[src/rtl/fl_frame_arbiter.sv]
// Round-robin FrameLink frame arbiter: grants whole frames from INPUTS requesters
// onto one output stream, admitting a new frame only when the FIFO has room.
module fl_frame_arbiter #(
  parameter int INPUTS       = 4,
  parameter int DATA_WIDTH   = 128,
  parameter int DREM_WIDTH   = $clog2(DATA_WIDTH / 8),
  parameter int STATUS_WIDTH = 7,
  parameter int MIN_FREE     = 4
) (
  input  logic                         CLK,
  input  logic                         RESET,
  input  logic [INPUTS*DATA_WIDTH-1:0] RX_DATA,
  input  logic [INPUTS*DREM_WIDTH-1:0] RX_REM,
  input  logic [INPUTS-1:0]            RX_SOF_N,
  input  logic [INPUTS-1:0]            RX_EOF_N,
  input  logic [INPUTS-1:0]            RX_SOP_N,
  input  logic [INPUTS-1:0]            RX_EOP_N,
  input  logic [INPUTS-1:0]            RX_SRC_RDY_N,
  output logic [INPUTS-1:0]            RX_DST_RDY_N,
  output logic [DATA_WIDTH-1:0]        TX_DATA,
  output logic [DREM_WIDTH-1:0]        TX_REM,
  output logic                         TX_SOF_N,
  output logic                         TX_EOF_N,
  output logic                         TX_SOP_N,
  output logic                         TX_EOP_N,
  output logic                         TX_SRC_RDY_N,
  input  logic                         TX_DST_RDY_N,
  input  logic [STATUS_WIDTH-1:0]      FIFO_STATUS,
  output logic [INPUTS-1:0]            GRANT
);

  localparam int PTR_W = (INPUTS > 1) ? $clog2(INPUTS) : 1;

  typedef enum logic [0:0] {
    ST_IDLE   = 1'b0,
    ST_LOCKED = 1'b1
  } state_t;

  state_t              r_state, w_state_nxt;
  logic [PTR_W-1:0]    r_ptr, w_ptr_nxt;
  logic [PTR_W-1:0]    r_gidx, w_gidx_nxt;
  logic [INPUTS-1:0]   r_grant, w_grant_nxt;
  logic [INPUTS-1:0]   w_elig;
  logic [PTR_W-1:0]    w_pick;
  logic                w_found;
  logic                w_space_ok;
  logic                w_xfer;
  logic                w_last;

  assign w_space_ok = (FIFO_STATUS >= STATUS_WIDTH'(MIN_FREE));
  assign w_elig     = ~RX_SRC_RDY_N & ~RX_SOF_N & {INPUTS{w_space_ok}};
  assign w_xfer     = (r_state == ST_LOCKED) & ~TX_SRC_RDY_N & ~TX_DST_RDY_N;
  assign w_last     = ~TX_EOF_N;
  assign GRANT      = r_grant;

  // Round-robin search: first eligible requester starting at r_ptr.
  always_comb begin
    int idx;
    w_found = 1'b0;
    w_pick  = {PTR_W{1'b0}};
    idx     = 0;
    for (int k = 0; k < INPUTS; k++) begin
      idx = (int'(r_ptr) + k) % INPUTS;
      if (!w_found && w_elig[PTR_W'(idx)]) begin
        w_found = 1'b1;
        w_pick  = PTR_W'(idx);
      end else begin
        w_found = w_found;
      end
    end
  end

  // Next-state logic: lock on a winner, release after the EOF word transfers.
  always_comb begin
    w_state_nxt = r_state;
    w_ptr_nxt   = r_ptr;
    w_gidx_nxt  = r_gidx;
    w_grant_nxt = r_grant;
    case (r_state)
      ST_IDLE: begin
        if (w_found) begin
          w_state_nxt = ST_LOCKED;
          w_gidx_nxt  = w_pick;
          w_grant_nxt = {{(INPUTS-1){1'b0}}, 1'b1} << w_pick;
        end else begin
          w_grant_nxt = {INPUTS{1'b0}};
        end
      end
      ST_LOCKED: begin
        if (w_xfer && w_last) begin
          w_state_nxt = ST_IDLE;
          w_grant_nxt = {INPUTS{1'b0}};
          w_ptr_nxt   = (r_gidx == PTR_W'(INPUTS - 1)) ? {PTR_W{1'b0}} : r_gidx + PTR_W'(1);
        end else begin
          w_state_nxt = ST_LOCKED;
        end
      end
      default: begin
        w_state_nxt = ST_IDLE;
        w_grant_nxt = {INPUTS{1'b0}};
      end
    endcase
  end

  // State, pointer and grant registers.
  always_ff @(posedge CLK or negedge RESET) begin
    if (!RESET) begin
      r_state <= ST_IDLE;
      r_ptr   <= {PTR_W{1'b0}};
      r_gidx  <= {PTR_W{1'b0}};
      r_grant <= {INPUTS{1'b0}};
    end else begin
      r_state <= w_state_nxt;
      r_ptr   <= w_ptr_nxt;
      r_gidx  <= w_gidx_nxt;
      r_grant <= w_grant_nxt;
    end
  end

  // Output steering: the owner is passed straight through so frames carry no added latency.
  always_comb begin
    TX_DATA      = {DATA_WIDTH{1'b0}};
    TX_REM       = {DREM_WIDTH{1'b0}};
    TX_SOF_N     = 1'b1;
    TX_EOF_N     = 1'b1;
    TX_SOP_N     = 1'b1;
    TX_EOP_N     = 1'b1;
    TX_SRC_RDY_N = 1'b1;
    RX_DST_RDY_N = {INPUTS{1'b1}};
    for (int i = 0; i < INPUTS; i++) begin
      if ((r_state == ST_LOCKED) && (r_gidx == PTR_W'(i))) begin
        TX_DATA         = RX_DATA[i*DATA_WIDTH +: DATA_WIDTH];
        TX_REM          = RX_REM[i*DREM_WIDTH +: DREM_WIDTH];
        TX_SOF_N        = RX_SOF_N[i];
        TX_EOF_N        = RX_EOF_N[i];
        TX_SOP_N        = RX_SOP_N[i];
        TX_EOP_N        = RX_EOP_N[i];
        TX_SRC_RDY_N    = RX_SRC_RDY_N[i];
        RX_DST_RDY_N[i] = TX_DST_RDY_N;
      end else begin
        RX_DST_RDY_N[i] = 1'b1;
      end
    end
  end

endmodule
[config.mk]
export PLATFORM = sky130hd
export DESIGN_NAME = fl_frame_arbiter
export DESIGN_NICKNAME = d
export VERILOG_FILES = /design/src/rtl/fl_frame_arbiter.sv
export SDC_FILE = /design/constraint.sdc
export NUM_CORES = 1
export LEC_CHECK = 0
export ABC_AREA = 1
export BUFFER_PORTS_ARGS = -buffer_cell sky130_fd_sc_hd__buf_2
export CELL_PAD_IN_SITES_DETAIL_PLACEMENT = 2
export CELL_PAD_IN_SITES_GLOBAL_PLACEMENT = 2
export CORE_AREA = 2 2 270 272
export DETAILED_ROUTE_END_ITERATION = 10
export DIE_AREA = 0 0 272 274
export GPL_TIMING_DRIVEN = 0
export MAX_ROUTING_LAYER = met4
export PLACE_DENSITY_LB_ADDON = 0.1
export SLEW_MARGIN = 30
export SYNTH_ARGS = -nofsm -noshare
export SYNTH_HDL_FRONTEND = slang
export SYNTH_SLANG_ARGS = --single-unit
[constraint.sdc]
create_clock -name CLK -period 3.5 [get_ports CLK]
set_input_delay 0.525 -clock CLK [delete_from_list [all_inputs] [get_ports CLK]]
set_output_delay 0.525 -clock CLK [all_outputs]
set_load 0.02 [all_outputs]
# Word level (Yosys, flattened, before mapping)
# Index checks and enable logic that the tools add are counted.
# word_totals
reg_bits,9
latchBits,0
ram_bits,0
romBits,0
in_bits,558
output_inout_bits,145
word_cells,101
memories,0
# op_classes
add_sub_neg,4
mul,0
div,0
magnitude_cmp,5
n_eq_ne,4
shift,1
n_mux,59
bitwise,10
n_reduce_logical,14
# op_table
op,n
128-bit 2-to-1 mux,4
1-bit 2-to-1 mux,38
4-bit 2-to-1 mux,6
2-bit by 4-bit less-than comparator with 1-bit output (second input constant),4
2-bit 2-to-1 mux,5
4-bit bitwise AND,2
1-bit binary-select mux with 2-bit select,4
1-bit logical AND,8
4-bit inverter,2
4-bit case mux with 2 select lines,1
7-bit by 3-bit >= comparator with 1-bit output (second input constant),1
2-bit by 1-bit adder with 2-bit output (second input constant),2
2-bit adder (second input constant),2
2-bit == test (second input constant),2
1-bit inverter,4
2-bit AND reduction,2
1-bit by 2-bit left shift with 4-bit output (first input constant),1
1-bit logical NOT,3
1-bit bitwise AND,2
2-bit by 1-bit == test with 1-bit output (second input constant),1
2-bit logical NOT,1
2-bit by 1-bit != test with 1-bit output (second input constant),1
1-bit case mux with 2 select lines,1

# Depth between registers and ports, before layout
# logic_depth
ltp_word,19
ltp_mapped,13

# Worst setup path before layout
# Ideal clock, no wire load.
# synth_timing
kind,reg-to-output
from,reg r_gidx[1]
to,out TX_DATA[124]
t_arrival_ns,1.877
required_time_ns,2.975
setup_slack_ns,1.098
stages_incl_launch_ff,9
cell_sequence,dfrtp_1 > inv_1 > ha_1 > nand3_2 > inv_2 > buf_2 > buf_2 > a221oi_1 > o31ai_1
# synth_between
elab_chain_len,6
elab_cells_between_ends,12
cone_classes,eq/ne: 3; mux: 4; reduce/logical: 5
# synth_rtl
element,line,source
"start, declared",41,"logic [PTR_W-1:0] r_gidx, w_gidx_nxt;"
"start signal, assigned",110,r_gidx <= {PTR_W{1'b0}};
"start signal, assigned",115,r_gidx <= w_gidx_nxt;
2-bit logical NOT,131,if ((r_state == ST_LOCKED) && (r_gidx == PTR_W'(i))) begin
1-bit logical AND,131,
128-bit 2-to-1 mux (3 in series),131,
128-bit 2-to-1 mux (*),131,
"end, declared",20,"output logic [DATA_WIDTH-1:0] TX_DATA,"
# Every way passes the cells marked *; elsewhere a longest branch is shown, timed or not.

# Worst setup path after layout
# layout_timing
from,reg r_gidx[0]
to,out TX_DATA[53]
# The elaborated chain is that of the path after synthesis.

==> results by group <==
Pwr
  – Sw frac: 66.9%
  – Max VDD drop: 212 µV
  – Sequential power share: 2.0%
  – P_int: 2900 µW
  – Clock share of power: 2.3%
  – NetSw: 5870 µW
  – PD cells: 941 mW/mm²
  – Pleak: 0.00447 µW
  – Comb pwr share: 95.6%

Logic synthesis
  – Post-Syn Instances: 765
  – Ys flop type: dfrtp_1
  – Synthesized cell area: 0.00444 mm²
  – Netlist cell types: 25
  – Post-synth EDFFs: 0
  – Syn Area/Cell: 5.80 µm²
  – Register area share after synthesis: 5.07%
  – Ys async rst share: 100%
  – Seq cells post-synth: 9
  – Syn nets: 1327
  – Ys Warns: 0

Critical path
  – Reg2reg start: r_gidx[0]
  – CP endpoint kind: primary output
  – Req. time, crit path: 2.97 ns
  – WS Path Type: flop to primary output
  – Worst R2R Setup Slack: 1.44 ns
  – CP arrival: 2.72 ns
  – R2r endpoint: GRANT[2]
  – R2r worst-path depth: 12
  – CP Max Fanout: 10
  – Setup crit start kind: flop

Route
  – Vias per std cell: 3.78
  – DRC viols: 0
  – TritonRoute pass-1 iters: 4
  – WL final: 56.6 mm
  – 1st-iter DRT viols: 326
  – Wire length per cell: 23.1 µm
  – Remaining antenna violation count: 0
  – Vias post-DR: 9232

STA
  – Worst setup margin: 0.251 ns
  – Final Max Slew Viols: 0
  – Worst hold margin: 0.143 ns
  – Period utilization: 92.8%
  – Rel. slew slack: 45.2%
  – Post-route minimum period: 3.25 ns
  – RSZ-0062 raised after global routing: no
  – Fin. Hold Viols: 0
  – Slew @ Worst Pin: 0.822 ns
  – Clk_skew: 0.00260 ns
  – F_max: 0.308 GHz
  – Endpoints failing setup: 0

Floorplan
  – Boundary Pins: 703
  – Die width: 272 µm
  – Row count: 99
  – Initial Util: 6.17%
  – Die Footprint: 0.0745 mm²
  – Die H: 274 µm
  – Core area: 0.0720 mm²

Placement
  – Area after DPL: 0.00914 mm²
  – Pre-CTS setup slack: -0.0340 ns
  – Number of port buffers: 700
  – Detail Placement HPWL: 48.4 mm
  – Final GP Congestion: 0.839

Global route
  – GR Util All Layers: 14.5%
  – First-pass GRT wire length: 77.0 mm
  – GRT overflow: 0
  – Largest net degree at the start of global routing: 11
  – Vias in the first global route: 10283
  – Initial antenna violation count: 15

Layout
  – Share of layout cells above drive strength 1: 53.1%
  – Post-Layout Inst Area: 0.00932 mm²
  – Post-layout util: 13.0%
  – Most frequent cells in the layout: buf_2, nand2_1, nor2_1
  – Layout Nets: 2032
  – Layout area overhead: 110%
  – Commonest non-fill, non-tap cell in the layout: buf_2

Clocking
  – Maximum clock insertion buffer count: 2
  – Hold Buf Count CTS: 0
  – Root buf cell: clkbuf_16
  – CTS tree: built
  – CTS Sinks: 9
  – Clk slew on worst S/H paths: 0.04 ns
  – Num CTS Buffers: 3
  – Clk_lat worst skew: 0.23 ns
  – CTS H-Tree Depth: 1

Worst hold path
  – Worst hold-check path type: primary input to async pin

Job
  – Number of max-cap violations: 0

Run status
  – Outcome: complete, no violations
## worst max path at each step
stage / from / to / slack, ns / depth (start not counted)
CTS: r_gidx[1] / TX_REM[2] / 0.02 / 8
global placement: r_gidx[0] / TX_DATA[48] / -0.21 / 9
floorplan: r_gidx[1] / TX_DATA[124] / 1.10 / 8
global route: r_gidx[0] / TX_DATA[112] / 0.003 / 7
detailed placement: r_gidx[0] / TX_DATA[53] / -0.03 / 8
finish: r_gidx[0] / TX_DATA[53] / 0.25 / 8
## logic make-up after synthesis
kind of cell	synth area share, %
AO/OA/AOI/OAI	50.8
XOR/XNOR	0.367
adder cells (fa/ha/maj)	1.13
buffers and inverters	9.92
flip-flops	5.07
AND/OR/NAND/NOR	32.7
## routing by layer
metal  vias to the layer above  global-route usage, %  wire, µm
li1                       4345                      -         -
met1                      4481                   14.9     21500
met2                       384                   28.2     30600
met3                        22                   3.90      3900
met4                         0                   1.42       514
met5                         -                      -         0
## stage by stage
stage                     TNS, ns  power, µW  std cells
after floorplan                 0       5070        765
after global placement     -0.420       8790       2424
after detailed placement  -0.0708       8780       2424
after CTS                       0       9040       2428
after global routing            0       9530       2442
final                           0       8780       2444
## state kept, by name (all words and copies together) (netlist names)
name	count
r_state	1
r_gidx	2
r_ptr	2
GRANT	4
## synth_stat cells, types with 9 or more instances
| master | count | area [µm²] |
|---|---|---|
| nand3_1 | 20 | 100 |
| clkbuf_1 | 56 | 210 |
| o31ai_1 | 133 | 998 |
| dfrtp_1 | 9 | 225 |
| buf_2 | 22 | 110 |
| nor2_1 | 146 | 548 |
| inv_1 | 11 | 41.3 |
| a221oi_1 | 132 | 1160 |
| nand2_1 | 182 | 683 |
## final cells by class
class | count | area [µm²]
Fill cell | 8831 | 62600
Multi-Input combinational cell | 650 | 3780
Timing Repair Buffer | 700 | 3500
Tap cell | 959 | 1200
Buffer | 88 | 428
Sequential cell | 9 | 225
Clock buffer | 4 | 78.8
Inverter | 18 | 70.1
Antenna cell | 16 | 40.0
## repair_timing
item / CTS / global route
gates resized for setup: 17 / 34
buffers inserted: 0 / 0
endpoints found under the hold margin: 0 / 0
setup endpoints to repair: 54 / 67
## critical path: stages (launching register included)
cell and delay (ns):
dfrtp_1 0.41, inv_1 0.09, ha_1 0.21, nand2_2 0.21, buf_4 0.30, clkdlybuf4s15_2 0.50
nor2_1 0.10, o31ai_1 0.38, buf_2 0.25
## power groups by stage
stage          registers, µW  logic (µW)  clock network, µW
2_1_floorplan            190        4880                  0
5_1_grt                  187        9130                215
3_3_place_gp             180        8610                  0
6_report                 179        8390                204
3_5_place_dp             181        8600                  0
4_1_cts                  182        8650                208
Note: power is estimated with default switching activity, not from simulation.
